--- src/rtl/dmem_pkg.sv ---
// Shared definitions for the data-memory arbiter: FSM encoding, port IDs and default memory size.
package dmem_pkg;

    typedef enum logic [1:0] {
        IDLE   = 2'd0,
        SETUP  = 2'd1,
        STROBE = 2'd2,
        DONE   = 2'd3
    } state_t;

    localparam logic PORT_A = 1'b0;
    localparam logic PORT_B = 1'b1;

    localparam int MEM_BYTES_DEF = 64;

endpackage

--- src/rtl/dmem_arbiter_rr_arb2.sv ---
// Two-way round-robin picker; remembers the last granted port so ties alternate.
module rr_arb2
    import dmem_pkg::*;
(
    input  logic clk,
    input  logic reset,
    input  logic req_a,
    input  logic req_b,
    input  logic advance,
    output logic gnt_a,
    output logic gnt_b
);

    logic last_grant_r;

    // Grant the lone requester, or on a tie the port that did not win last time
    always_comb begin
        gnt_a = 1'b0;
        gnt_b = 1'b0;
        if (req_a && (!req_b || (last_grant_r == PORT_B))) begin
            gnt_a = 1'b1;
        end else if (req_b) begin
            gnt_b = 1'b1;
        end else begin
            gnt_b = 1'b0;
        end
    end

    // Record the winner only when the grant is actually taken
    always_ff @(posedge clk) begin
        if (!reset) begin
            last_grant_r <= PORT_B;
        end else if (advance && gnt_a) begin
            last_grant_r <= PORT_A;
        end else if (advance && gnt_b) begin
            last_grant_r <= PORT_B;
        end else begin
            last_grant_r <= last_grant_r;
        end
    end

endmodule

--- src/rtl/dmem_arbiter.sv ---
// Two-port request/acknowledge sequencer in front of data_mem: one clean strobe per access,
// misaligned or out-of-range word addresses rejected without touching memory.
module dmem_arbiter
    import dmem_pkg::*;
#(
    parameter int MEM_BYTES = MEM_BYTES_DEF,
    parameter int ADDR_W    = 32,
    parameter int DATA_W    = 32
) (
    input  logic              clk,
    input  logic              reset,
    input  logic              a_req,
    input  logic              a_we,
    input  logic [ADDR_W-1:0] a_addr,
    input  logic [DATA_W-1:0] a_wdata,
    output logic              a_ack,
    output logic              a_err,
    output logic [DATA_W-1:0] a_rdata,
    input  logic              b_req,
    input  logic              b_we,
    input  logic [ADDR_W-1:0] b_addr,
    input  logic [DATA_W-1:0] b_wdata,
    output logic              b_ack,
    output logic              b_err,
    output logic [DATA_W-1:0] b_rdata,
    output logic [ADDR_W-1:0] mem_address,
    output logic [DATA_W-1:0] mem_write_data,
    output logic              mem_memread,
    output logic              mem_memwrite,
    input  logic [DATA_W-1:0] mem_read_data,
    output logic              busy
);

    function automatic logic addr_ok(input logic [ADDR_W-1:0] addr);
        return (addr[1:0] == 2'b00) && (addr <= ADDR_W'(MEM_BYTES - 4));
    endfunction

    state_t            state_r, state_s;
    logic              port_r, port_s;
    logic              we_r, we_s;
    logic [ADDR_W-1:0] addr_r, addr_s;
    logic [DATA_W-1:0] wdata_r, wdata_s;
    logic              memread_r, memread_s, memwrite_r, memwrite_s;
    logic              a_ack_r, a_ack_s, b_ack_r, b_ack_s;
    logic              a_err_r, a_err_s, b_err_r, b_err_s;
    logic [DATA_W-1:0] a_rdata_r, a_rdata_s, b_rdata_r, b_rdata_s;
    logic              busy_r, busy_s;
    logic              finish_s, fin_err_s, fin_load_s;
    logic [DATA_W-1:0] fin_data_s;
    logic              gnt_a_s, gnt_b_s, advance_s;

    assign advance_s = (state_r == IDLE);

    rr_arb2 u_arb (
        .clk     (clk),
        .reset   (reset),
        .req_a   (a_req),
        .req_b   (b_req),
        .advance (advance_s),
        .gnt_a   (gnt_a_s),
        .gnt_b   (gnt_b_s)
    );

    // Next state plus next value of every registered output
    always_comb begin
        state_s    = state_r;
        port_s     = port_r;
        we_s       = we_r;
        addr_s     = addr_r;
        wdata_s    = wdata_r;
        memread_s  = 1'b0;
        memwrite_s = 1'b0;
        a_ack_s    = 1'b0;
        b_ack_s    = 1'b0;
        a_err_s    = a_err_r;
        b_err_s    = b_err_r;
        a_rdata_s  = a_rdata_r;
        b_rdata_s  = b_rdata_r;
        finish_s   = 1'b0;
        fin_err_s  = 1'b0;
        case (state_r)
            IDLE: begin
                if (gnt_a_s) begin
                    port_s  = PORT_A;
                    we_s    = a_we;
                    addr_s  = a_addr;
                    wdata_s = a_wdata;
                    state_s = SETUP;
                end else if (gnt_b_s) begin
                    port_s  = PORT_B;
                    we_s    = b_we;
                    addr_s  = b_addr;
                    wdata_s = b_wdata;
                    state_s = SETUP;
                end else begin
                    state_s = IDLE;
                end
            end
            SETUP: begin
                if (!addr_ok(addr_r)) begin
                    state_s   = DONE;
                    finish_s  = 1'b1;
                    fin_err_s = 1'b1;
                end else begin
                    state_s    = STROBE;
                    memread_s  = !we_r;
                    memwrite_s = we_r;
                end
            end
            STROBE: begin
                // Read data is captured as the FSM enters DONE so it lines up with the ack
                state_s  = DONE;
                finish_s = 1'b1;
            end
            DONE: begin
                state_s = IDLE;
            end
            default: begin
                state_s = IDLE;
            end
        endcase

        fin_load_s = fin_err_s || !we_r;
        fin_data_s = fin_err_s ? {DATA_W{1'b0}} : mem_read_data;
        if (finish_s && (port_r == PORT_A)) begin
            a_ack_s = 1'b1;
            a_err_s = fin_err_s;
            if (fin_load_s) begin
                a_rdata_s = fin_data_s;
            end else begin
                a_rdata_s = a_rdata_r;
            end
        end else if (finish_s) begin
            b_ack_s = 1'b1;
            b_err_s = fin_err_s;
            if (fin_load_s) begin
                b_rdata_s = fin_data_s;
            end else begin
                b_rdata_s = b_rdata_r;
            end
        end else begin
            a_ack_s = 1'b0;
        end
        busy_s = (state_s != IDLE);
    end

    // State, transaction latches and all outputs
    always_ff @(posedge clk) begin
        if (!reset) begin
            state_r    <= IDLE;
            port_r     <= PORT_A;
            we_r       <= 1'b0;
            addr_r     <= {ADDR_W{1'b0}};
            wdata_r    <= {DATA_W{1'b0}};
            memread_r  <= 1'b0;
            memwrite_r <= 1'b0;
            a_ack_r    <= 1'b0;
            b_ack_r    <= 1'b0;
            a_err_r    <= 1'b0;
            b_err_r    <= 1'b0;
            a_rdata_r  <= {DATA_W{1'b0}};
            b_rdata_r  <= {DATA_W{1'b0}};
            busy_r     <= 1'b0;
        end else begin
            state_r    <= state_s;
            port_r     <= port_s;
            we_r       <= we_s;
            addr_r     <= addr_s;
            wdata_r    <= wdata_s;
            memread_r  <= memread_s;
            memwrite_r <= memwrite_s;
            a_ack_r    <= a_ack_s;
            b_ack_r    <= b_ack_s;
            a_err_r    <= a_err_s;
            b_err_r    <= b_err_s;
            a_rdata_r  <= a_rdata_s;
            b_rdata_r  <= b_rdata_s;
            busy_r     <= busy_s;
        end
    end

    assign mem_address    = addr_r;
    assign mem_write_data = wdata_r;
    assign mem_memread    = memread_r;
    assign mem_memwrite   = memwrite_r;
    assign a_ack          = a_ack_r;
    assign a_err          = a_err_r;
    assign a_rdata        = a_rdata_r;
    assign b_ack          = b_ack_r;
    assign b_err          = b_err_r;
    assign b_rdata        = b_rdata_r;
    assign busy           = busy_r;

endmodule

--- config.mk ---
export PLATFORM = sky130hd
export DESIGN_NAME = dmem_arbiter
export DESIGN_NICKNAME = d
export VERILOG_FILES = /design/src/rtl/dmem_pkg.sv /design/src/rtl/dmem_arbiter_rr_arb2.sv /design/src/rtl/dmem_arbiter.sv
export SDC_FILE = /design/constraint.sdc
export NUM_CORES = 1
export LEC_CHECK = 0
export ABC_AREA = 1
export BUFFER_PORTS_ARGS = -buffer_cell sky130_fd_sc_hd__buf_2
export CORE_UTILIZATION = 48
export CTS_BUF_LIST = sky130_fd_sc_hd__clkbuf_4 sky130_fd_sc_hd__clkbuf_8
export CTS_CLUSTER_DIAMETER = 60
export DETAILED_ROUTE_END_ITERATION = 10
export GPL_ROUTABILITY_DRIVEN = 0
export PLACE_DENSITY = 0.95
export SYNTH_ARGS = -nofsm -noshare
export SYNTH_HDL_FRONTEND = slang
export SYNTH_HIERARCHICAL = 1
export SYNTH_SLANG_ARGS = --single-unit
--- constraint.sdc ---
create_clock -name clk -period 2.1 [get_ports clk]
set_input_delay 0.42 -clock clk [delete_from_list [all_inputs] [get_ports clk]]
set_output_delay 0.42 -clock clk [all_outputs]
set_load 0.005 [all_outputs]
# After elaboration in Yosys (flattened, before gate mapping)
# Cells that the tools add are included.
totals:
  reg_bits: 140
  input_bits: 166
  output_inout_bits: 135
  word_cells: 65
op_classes:
  order_cmp: 1
  n_eq_ne: 3
  muxes: 23
  n_bitwise: 3
  reduce_logical: 20
op_table:
  columns: ["operator", "count"]
  rows:
  - ["$mux W32", 5]
  - ["$le A32 B6 Y1 const B", 1]
  - ["$mux W1", 16]
  - ["$pmux W2 S4", 1]
  - ["$reduce_and A2 Y1", 3]
  - ["$reduce_and A3 Y1", 2]
  - ["$reduce_bool A2 Y1", 3]
  - ["$logic_and A1 B1 Y1", 5]
  - ["$eq A2 B2 Y1 const B", 2]
  - ["$logic_not A2 Y1", 2]
  - ["$not A1 Y1", 3]
  - ["$eq A2 B1 Y1 const B", 1]
  - ["$logic_not A1 Y1", 2]
  - ["$logic_or A1 B1 Y1", 2]
  - ["$pmux W1 S2", 1]
  - ["$reduce_or A2 Y1", 1]

# Longest topological paths before layout
# Gate-level depths: netlist of run 1.
logic_depth:
  ltp_word: 8
  ltp_mapped: 11
  ltp_nobuf: 11

# Cells and area by module
# The synthesis of run 1 kept the hierarchy.
modules_own_cells:
  columns: ["module", "instances", "cells_each", "area_per_inst_um2", "seq_area_each_um2"]
  rows:
  - ["dmem_arbiter", 1, 891, 6182.2, 2782.7]
  - ["rr_arb2", 1, 8, 56.3, 20.0]

# Worst setup path before layout of run 1
# No wires, ideal clock.
synth_path:
  kind: "input -> register"
  start: "in a_req"
  end: "reg addr_r[21], in the netlist mem_address[21]"
  setup_ps: 133
  arrival_ps: 1500
  required_ps: 1967
  slack_ps: 468
  stages: 7
  n_path_buf: 3
  cell_sequence: "a21boi_1 > clkbuf_1 > clkbuf_1 > clkbuf_1 > nor2_1 > a21oi_1 > a21oi_1"
synth_via:
  elab_chain_len: 4
  word_cells_on_any_way: 6
  cone_classes: "mux (3); reduce/logical (3)"
synth_rtl:
  columns: ["element", "line", "text"]
  rows:
  - ["start, declared", "dmem_arbiter.sv:12", "input logic a_req,"]
  - ["$logic_and A1 B1 Y1 (*)", "dmem_arbiter_rr_arb2.sv:20", "if (req_a && (!req_b || (last_grant_r == PORT_B))) begin"]
  - ["$mux W1", "dmem_arbiter_rr_arb2.sv:20", null]
  - ["$reduce_bool A2 Y1 (no line)", null, null]
  - ["$reduce_and A2 Y1 (no line)", null, null]
  - ["end signal, assigned", "dmem_arbiter.sv:153", "addr_r <= {ADDR_W{1'b0}};"]
  - ["end signal, assigned", "dmem_arbiter.sv:168", "addr_r <= addr_s;"]
  - ["end, declared", "dmem_arbiter.sv:41", "logic [ADDR_W-1:0] addr_r, addr_s;"]
# Mark *: on every way between the ends. The rest lies on a longest branch, timed or not.
# A chain may end at the register's enable or synchronous reset.

# Worst setup path in the final report of run 1
layout_path:
  start: "reg addr_r[25], in the netlist mem_address[25]"
  end: "reg a_rdata_r[14], in the netlist a_rdata[14]"
layout_via:
  elab_chain_len: 6
  word_cells_on_any_way: 9
  cone_classes: "order compare (1); mux (4); reduce/logical (4)"
layout_rtl:
  columns: ["element", "line", "text"]
  rows:
  - ["$le A32 B6 Y1 (*)", "dmem_arbiter.sv:35", "return (addr[1:0] == 2'b00) && (addr <= ADDR_W'(MEM_BYTES - 4));"]
  - ["$logic_and A1 B1 Y1 (*)", "dmem_arbiter.sv:35", null]
  - ["$mux W1 (*)", "dmem_arbiter.sv:100", "if (!addr_ok(addr_r)) begin"]
  - ["$pmux W1 S2 / $mux W1 (equally long branches)", "dmem_arbiter.sv:81", "case (state_r)"]
  - ["$logic_and A1 B1 Y1 / $logic_or A1 B1 Y1 (equally long branches)", "dmem_arbiter.sv:125, dmem_arbiter.sv:123", null]
  - ["$reduce_and A2 Y1 (no line)", null, null]
  - ["end signal, assigned", "dmem_arbiter.sv:161", "a_rdata_r <= {DATA_W{1'b0}};"]
  - ["end signal, assigned", "dmem_arbiter.sv:176", "a_rdata_r <= a_rdata_s;"]
  - ["end, declared", "dmem_arbiter.sv:46", "logic [DATA_W-1:0] a_rdata_r, a_rdata_s, b_rdata_r, b_rdata_s;"]
# Marks and branches as above.

==> flow_metrics.py, run 1 <==
metrics = {
    "placed_design": {
        "dp_hpwl_microns": 13300,
        "numPortBuffers": 300,
    },
    "sta": {
        "rsz0062_at_grt": "false",
        "hold_violations": 0,
        "fin_crit_sh_pct": 91.2,
        "slew_violations": 0,
        "setup_tns_ns": 0,
        "fin_crit_ns": 1.92,
        "finalSetupViolCount": 0,
        "slew_headroom_pct": 59.7,
        "tightest_slew_ns": 0.604,
        "skew_ns": 0.0109,
        "max_freq_mhz": 522,
    },
    "yosys": {
        "synthAdderAreaFrac_pct": 0.602,
        "syn_area_per_cell_sq_um": 6.94,
        "ys_seq_area_share_pct": 44.9,
        "ys.flop_type": "dfxtp_1",
        "synth_cells": 899,
        "synth_edf_count": 0,
        "synth_most_common_cell": "nor2_1",
        "ys_warn_count": 6,
        "synth_top_area_share_pct": 44.9,
        "synth_fp_nets": 1068,
        "synth_top_family_by_area": "simple AND/OR/NAND/NOR gates",
        "synth.distinct_cells": 24,
        "synth-async-reset-ratio_pct": 0,
        "synth_mux_area_share_pct": 0,
        "ys_seq_elements": 140,
        "ys_top_cells_by_count": "nor2_1 (217), dfxtp_1 (140), a21oi_1 (132)",
        "synth_area_leader_cell": "dfxtp_1",
        "synth_area_sq_um": 6240,
        "synth_area_leaders": "dfxtp_1 (45%), nor2_1 (13%), a21oi_1 (11%), nand2_1 (6.6%), nand4_1 (6.4%)",
        "synth-simple-area-share_pct": 27.5,
        "synth_compound_area_share_pct": 16.5,
        "synthXorXnorAreaFrac_pct": 0,
    },
    "drt": {
        "routed_via_density": 5.05,
        "vias": 6927,
        "firstDrtPassIters": 5,
        "wl_per_cell_microns": 13.2,
        "drt_iter0_drc": 601,
        "routed_wl_microns": 18100,
        "ant_nets": 0,
        "drc": 0,
    },
    "worst_setup_path": {
        "path_cells": "nor2_1 > nand3_1 > nor2_1 > nand3_2 > nand2_4 > nand2_2 > nand3_2 > nor2_4 > buf_4 > nor2_1 > nor2_1",
        "worstPathRequired_ns": 2.47,
        "cp-end-kind": "flop",
        "crit_type": "flop to flop",
        "critPathLaunchType": "flop",
        "slowest_stage": "nor2_4",
        "worst_path_largest_cell_delay_ns": 0.47,
        "critPathArrivalTime_ns": 2.28,
        "crit_path_frequent_cell": "nor2_1",
        "critical_path.max_fanout": 23,
    },
    "global_routing": {
        "overflow": 0,
        "antenna_found_initial": 0,
        "grt_max_degree": 102,
        "grt_util_all_layers_pct": 26.9,
        "grt_pass1_vias": 6183,
        "grt_first_pass_wirelength_microns": 28100,
    },
    "floorplan": {
        "dieArea_sq_um": 13500,
        "fp.dieW_microns": 116,
        "fp.coreArea_sq_um": 12700,
        "start_util_pct": 49.2,
        "top_level_ports": 301,
        "die_h_microns": 116,
        "row_count": 41,
    },
    "clock_network": {
        "root_buffer": "clkbuf_8",
        "cts_hold_buf": 0,
        "htreeDepth": 4,
        "clock-sinks": 140,
        "clk_pin_slew_ns": 0.07,
        "clock_tree.buffer_depth": 2,
        "cts_buffers": 17,
        "cts_setup_buffers": 0,
        "clock_latency_ns": 0.44,
        "tritoncts": "yes",
    },
    "layout": {
        "diodes": 0,
        "num-nets-final": 1357,
        "drive_gt1_share_pct": 32.1,
        "seqCellArea_sq_um": 2800,
        "fillCellCount": 1038,
        "area_delta_synth_final_pct": 35.7,
        "final_util_pct": 66.8,
        "multi_input_area_sq_um": 2810,
    },
    "min_path": {
        "min_path_type": "primary input to flop",
    },
    "run_status": {
        "status": "complete, no violations",
    },
    "job": {
        "maxCapViolations": 0,
    },
    "power_and_ir_drop": {
        "p_leak_nw": 4.43,
        "powerDensity_nw_per_um2": 1070,
        "peakVddDrop_uv": 510,
    },
}
-- registers in the layout, indices dropped and copies added, names as in the netlist, 2 cells and up --
register        count
state_r             2
mem_address        32
a_rdata            32
mem_write_data     32
b_rdata            32
-- timing repair --
item | CTS | global route
setup endpoints to repair | 10 | 10
pin swaps | 0 | 0
resized for setup | 1 | 1
-- cell type report --
type                    count  area share, %
multi-input cells         609           33.2
flip-flops and latches    140           33.1
repair buffers            342           22.3
clock buffers              22           3.50
inverters                  78           3.46
well taps                 172           2.54
clock inverters            10           1.91
-- cells in the final DEF (no fill, tap or decap), types with 2 or more instances in the layout --
cell type   netlist  layout
a21oi_1         132     132
buf_12            0       5
buf_2            26     299
buf_4             0      37
bufinv_16         0       4
clkbuf_8          0      21
clkinv_2          0       2
clkinvlp_4        0       3
dfxtp_1         140     140
ha_1              3       3
inv_1            76      76
nand2_1         109     108
nand2_2           2       2
nand2_4           1       2
nand3_1           4       4
nand3_2           3       3
nand4_1          64      64
nor2_1          217     217
o21ai_0          66      66
o21ai_1           2       2
-- stage by stage --
stage | hold WS, ns | std cells | area [sq um] | total power, W | worst slack [ns]
3_5_place_dp | 0.468 | 1341 | 8000 | 0.00661 | -0.161
5_1_grt | 0.248 | 1373 | 8470 | 0.00960 | 0.0411
2_1_floorplan | 0.433 | 899 | 6240 | 0.00532 | 0.468
3_3_place_gp | 0.455 | 1341 | 8000 | 0.00651 | 0.00611
6_report | 0.270 | 1373 | 8470 | 0.00902 | 0.185
4_1_cts | 0.236 | 1373 | 8460 | 0.00905 | 0.139
-- worst max-delay path: cells and delay by family, from the launching register on --
| family | cells | cell delay, ns |
|---|---|---|
| DFF | 1 | 0.36 |
| buffers and inverters | 1 | 0.28 |
| and+or+nand+nor | 10 | 1.18 |
-- power breakdown --
| part | switching [W] | internal [W] |
|---|---|---|
| sequential | 0.000285 | 0.00322 |
| combinational | 0.00184 | 0.00125 |
| clock | 0.000998 | 0.00143 |
-- path summary, 6_finish.rpt --
kind / startpoint / end / slack [ns] / cells after the start
setup / recovery: mem_address[25]$_SDFFE_PN0P_ / a_rdata[14]$_SDFFE_PN0P_ / 0.18 / 11
hold / removal: a_wdata[9] / mem_write_data[9]$_SDFFE_PN0P_ / 0.27 / 3
setup reg to reg: mem_address[25]$_SDFFE_PN0P_ / a_rdata[14]$_SDFFE_PN0P_ / 0.18 / 11
hold reg to reg: a_rdata[10]$_SDFFE_PN0P_ / a_rdata[10]$_SDFFE_PN0P_ / 0.48 / 2
-- cells by family after synthesis --
kind of cell | count (synthesis)
and+or+nand+nor | 403
DFF | 140
adders and majority gates | 3
AOI/OAI and AO/OA | 203
buffers and inverters | 150
-- layer usage --
metal	GRT usage (%)	up-vias	part of all wire [%]
li1	-	3504	-
met1	30.2	3003	39
met2	44.7	358	48
met3	7.58	62	8.2
met4	17.4	0	4.9
met5	0	-	0
(Power assumes the default switching activity.)
==> run 2: changes to the inputs <==
- BUFFER_PORTS_ARGS: -buffer_cell sky130_fd_sc_hd__buf_2 -> -buffer_cell sky130_fd_sc_hd__clkbuf_2
==> flow_metrics.py, run 2 (synthesis gave the netlist of run 1 again) <==
metrics = {
    "run_status": {
        "status": "complete, no violations",
    },
    "clock_network": {
        "htreeDepth": 4,
        "cts_buffers": 17,
        "root_buffer": "clkbuf_8",
        "clock-sinks": 140,
        "cts_hold_buf": 0,
        "tritoncts": "yes",
        "clock_latency_ns": 0.43,
        "cts_setup_buffers": 0,
        "cts_resized": 0,
        "clock_tree.buffer_depth": 2,
        "clk_pin_slew_ns": 0.08,
    },
    "global_routing": {
        "antenna_found_initial": 0,
        "grt_first_pass_wirelength_microns": 27800,
        "grt_pass1_vias": 6030,
        "grt_util_all_layers_pct": 26.7,
        "grt_max_degree": 74,
        "overflow": 0,
    },
    "worst_setup_path": {
        "worstPathRequired_ns": 2.46,
        "r2r_start": "mem_address[31]$_SDFFE_PN0P_",
        "r2r_cells": 10,
        "crit_type": "flop to flop",
        "regToRegSetupSlack_ns": 0.21,
        "slowest_stage": "dfxtp_1",
        "r2r-end": "a_rdata[13]$_SDFFE_PN0P_",
        "path_cells": "nor2_1 > nand2_1 > nor2_1 > nand3_2 > nand2_4 > nand2_2 > buf_4 > nand4_1 > nand2_1 > nor2_1",
        "cp.buffers_inverters": 1,
        "critical_path.max_fanout": 64,
        "path_delay_family": "simple AND/OR/NAND/NOR gates",
        "critPathArrivalTime_ns": 2.25,
        "critPathLaunchType": "flop",
        "cp-end-kind": "flop",
        "critical_path_depth": 10,
        "worstSetupEndpoint": "a_rdata[13]$_SDFFE_PN0P_",
        "crit_start": "mem_address[31]$_SDFFE_PN0P_",
        "worst_path_largest_cell_delay_ns": 0.34,
        "crit_path_frequent_cell": "nor2_1",
    },
    "drt": {
        "drc": 0,
        "top_layer": "met4",
        "wl_met3_microns": 1320,
        "firstDrtPassIters": 6,
        "ant_nets": 0,
        "met1Wirelength_microns": 7080,
        "wl_met2_microns": 8870,
        "routed_via_density": 5.05,
        "drt_iter0_drc": 614,
        "wl_per_cell_microns": 13.4,
        "routed_wl_microns": 18000,
        "vias": 6807,
    },
    "sta": {
        "setup_ws_ns": 0.209,
        "fin_crit_ns": 1.89,
        "skew_ns": 0.00907,
        "tightest_slew_ns": 0.612,
        "hold_violations": 0,
        "max_freq_mhz": 529,
        "finalSetupViolCount": 0,
        "slew_violations": 0,
        "slew_headroom_pct": 59.2,
        "setup_tns_ns": 0,
        "rsz0062_at_grt": "false",
        "fin_crit_sh_pct": 90.1,
    },
    "placed_design": {
        "numPortBuffers": 300,
        "post-place-ws_ns": 0.257,
        "dp_hpwl_microns": 13200,
    },
    "min_path": {
        "min_path_type": "primary input to flop",
    },
    "floorplan": {
        "start_util_pct": 49.2,
        "top_level_ports": 301,
        "die_h_microns": 116,
        "dieArea_sq_um": 13500,
        "fp.coreArea_sq_um": 12700,
        "row_count": 41,
        "fp.dieW_microns": 116,
    },
    "layout": {
        "area_delta_synth_final_pct": 33.1,
        "final_util_pct": 65.5,
        "final_common_cell": "clkbuf_2",
        "layout_common_cells": "clkbuf_2 (299), nor2_1 (217), dfxtp_1 (140), a21oi_1 (132), nand2_1 (108)",
        "fillCellCount": 1082,
        "drive_gt1_share_pct": 30.7,
        "num-nets-final": 1333,
        "diodes": 0,
    },
    "job": {
        "maxCapViolations": 0,
    },
    "power_and_ir_drop": {
        "powerDensity_nw_per_um2": 1080,
        "p_leak_nw": 4.26,
        "peakVddDrop_uv": 494,
    },
}
-- run 2: cell count changes in the layout (fill, tap and decap cells not counted), sizes merged --
cell	before	now
bufinv	4	5
buf	342	19
clkbuf	22	319
-- run 2: worst min-delay path: stages --
cell	delay, ns
clkbuf_2	0.07
a21oi_1	0.05
a21oi_1	0.12
-- run 2: layer usage --
| layer | GRT usage, % | vias up |
|---|---|---|
| li1 | - | 3467 |
| met1 | 30.1 | 2958 |
| met2 | 45.5 | 331 |
| met3 | 6.69 | 51 |
| met4 | 16.0 | 0 |
| met5 | 0 | - |
-- run 2: worst min path at each step --
stage	from	end	slack, ns	cells past startpoint
floorplan	we_r$_SDFFE_PN0P_	mem_memread$_SDFF_PN0_	0.43	1
finish	a_wdata[18]	mem_write_data[18]$_SDFFE_PN0P_	0.27	3
global route	a_addr[5]	mem_address[5]$_SDFFE_PN0P_	0.25	3
global placement	a_rdata[25]$_SDFFE_PN0P_	a_rdata[25]$_SDFFE_PN0P_	0.46	2
CTS	a_wdata[18]	mem_write_data[18]$_SDFFE_PN0P_	0.23	3
detailed placement	b_rdata[24]$_SDFFE_PN0P_	b_rdata[24]$_SDFFE_PN0P_	0.47	2
-- run 2: power breakdown --
| part | switching, W | total [W] | internal, W |
|---|---|---|---|
| sequential | 0.000330 | 0.00355 | 0.00322 |
| clock | 0.000998 | 0.00248 | 0.00148 |
| combinational | 0.00177 | 0.00292 | 0.00114 |
| total | 0.00310 | 0.00894 | 0.00584 |
-- run 2: per-stage QoR --
step	instances	hold WS, ns	area, sq um	power [W]
6_report	1348	0.273	8300	0.00894
5_1_grt	1348	0.248	8300	0.00953
4_1_cts	1348	0.231	8300	0.00899
3_5_place_dp	1317	0.469	7840	0.00649
3_3_place_gp	1317	0.461	7840	0.00641
2_1_floorplan	899	0.433	6240	0.00532
-- run 2: final cells by class --
cell class | count | area (sq um) | share of cell area (%)
clock buffer | 20 | 269 | 3.24
tap | 172 | 215 | 2.59
inverter | 78 | 293 | 3.53
clock inverter | 11 | 191 | 2.31
multi-input combinational | 609 | 2810 | 33.8
timing repair buffer | 318 | 1730 | 20.8
sequential | 140 | 2800 | 33.8
==> run 3: changes to the inputs <==
- RECOVER_POWER: default -> 25
==> flow_metrics.py, run 3 (synthesis gave the netlist of run 1 again) <==
metrics = {
    "global_routing": {
        "grt_max_degree": 74,
        "grt_util_all_layers_pct": 26.7,
        "grt_first_pass_wirelength_microns": 27800,
        "antenna_found_initial": 0,
        "grt_pass1_vias": 6030,
        "overflow": 0,
    },
    "worst_setup_path": {
        "critPathLaunchType": "flop",
        "cp-end-kind": "flop",
        "critical_path.max_fanout": 64,
        "crit_type": "flop to flop",
        "critPathArrivalTime_ns": 2.27,
        "worstPathRequired_ns": 2.46,
    },
    "drt": {
        "ant_nets": 0,
        "vias": 6793,
        "firstDrtPassIters": 5,
        "wl_per_cell_microns": 13.4,
        "routed_via_density": 5.04,
        "drt_iter0_drc": 645,
        "drc": 0,
        "routed_wl_microns": 18100,
    },
    "floorplan": {
        "die_h_microns": 116,
        "dieArea_sq_um": 13500,
        "row_count": 41,
        "top_level_ports": 301,
        "start_util_pct": 49.2,
        "fp.coreArea_sq_um": 12700,
        "fp.dieW_microns": 116,
    },
    "clock_network": {
        "cts_resized": 0,
        "cts_buffers": 17,
        "clock_tree.buffer_depth": 2,
        "clock-sinks": 140,
        "clock_latency_ns": 0.43,
        "root_buffer": "clkbuf_8",
        "clk_pin_slew_ns": 0.08,
        "cts_hold_buf": 0,
        "cts_setup_buffers": 0,
        "tritoncts": "yes",
        "htreeDepth": 4,
    },
    "min_path": {
        "min_path_type": "primary input to flop",
    },
    "layout": {
        "final_cells": 1348,
        "layout_common_cells": "clkbuf_2 (245), nor2_1 (217), dfxtp_1 (140), a21oi_1 (132), nand2_1 (108)",
        "area_delta_synth_final_pct": 32.0,
        "diodes": 0,
        "final_common_cell": "clkbuf_2",
        "final_area_sq_um": 8240,
        "num-nets-final": 1333,
        "drive_gt1_share_pct": 26.1,
    },
    "sta": {
        "setup_tns_ns": 0,
        "hold_violations": 0,
        "slew_headroom_pct": 58.9,
        "slew_violations": 0,
        "max_freq_mhz": 523,
        "fin_crit_ns": 1.91,
        "skew_ns": 0.00888,
        "finalSetupViolCount": 0,
        "tightest_slew_ns": 0.617,
        "fin_crit_sh_pct": 91.0,
        "rsz0062_at_grt": "false",
    },
    "power_and_ir_drop": {
        "peakVddDrop_uv": 492,
        "power.share.clock_pct": 27.9,
        "internal_power_w": 0.00579,
        "power_frac_seq_pct": 39.9,
        "combPwrFrac_pct": 32.2,
        "p_leak_nw": 4.08,
        "switchingPower_w": 0.00310,
        "powerDensity_nw_per_um2": 1080,
        "switching_share_pct": 34.8,
    },
    "placed_design": {
        "numPortBuffers": 300,
        "dp_hpwl_microns": 13200,
        "place_area_sq_um": 7840,
        "dpl.cell_count": 1317,
    },
    "run_status": {
        "status": "complete, no violations",
    },
    "job": {
        "maxCapViolations": 0,
    },
}
## run 3: cell counts in the layout (fill, tap and decap cells not counted)
No cell type changed its count.
## run 3: layout make-up
cell class                 count  area (sq um)
clock buffer                  20           269
clock inverter                11           191
fill                        1107          4430
inverter                      78           293
multi-input combinational    609          2810
sequential                   140          2800
tap                          172           215
timing repair buffer         318          1660
## run 3: stage by stage
| stage | setup WS (ns) | util, % | total power (W) | hold WS, ns |
|---|---|---|---|---|
| 2_1_floorplan | 0.468 | - | 0.00532 | 0.433 |
| 3_3_place_gp | 0.307 | 61.9 | 0.00641 | 0.461 |
| 3_5_place_dp | 0.257 | 61.9 | 0.00649 | 0.469 |
| 4_1_cts | 0.213 | 65.5 | 0.00899 | 0.231 |
| 5_1_grt | 0.0266 | 65.0 | 0.00948 | 0.248 |
| 6_report | 0.188 | 65.0 | 0.00889 | 0.272 |
## run 3: path summary, 6_finish.rpt
| kind | from | depth (start not counted) | end | slack (ns) |
|---|---|---|---|---|
| max | mem_address[31]$_SDFFE_PN0P_ | 10 | a_rdata[13]$_SDFFE_PN0P_ | 0.19 |
| min | a_wdata[18] | 3 | mem_write_data[18]$_SDFFE_PN0P_ | 0.27 |
| max reg2reg | mem_address[31]$_SDFFE_PN0P_ | 10 | a_rdata[13]$_SDFFE_PN0P_ | 0.19 |
| min reg2reg | b_rdata[24]$_SDFFE_PN0P_ | 2 | b_rdata[24]$_SDFFE_PN0P_ | 0.48 |
## run 3: critical path: stages (launching register included)
cell,delay [ns]
dfxtp_1,0.34
nor2_1,0.12
nand2_1,0.06
nor2_1,0.17
nand3_2,0.15
nand2_4,0.19
nand2_2,0.08
buf_4,0.32
nand4_1,0.19
nand2_1,0.08
nor2_1,0.11
## run 3: per-layer routing
metal	GRT usage (%)	part of all wire (%)	up-vias
li1	-	-	3460
met1	30.1	39	2966
met2	45.5	49	316
met3	6.69	7.2	51
met4	16.0	4.2	0
met5	0	0	-
## run 3: power groups by stage
stage	clock, W	combinational [W]	sequential, W
after floorplan	0	0.00173	0.00360
after global placement	0	0.00284	0.00357
after detailed placement	0	0.00289	0.00360
after CTS	0.00254	0.00291	0.00354
after global routing	0.00264	0.00323	0.00361
final	0.00248	0.00286	0.00355
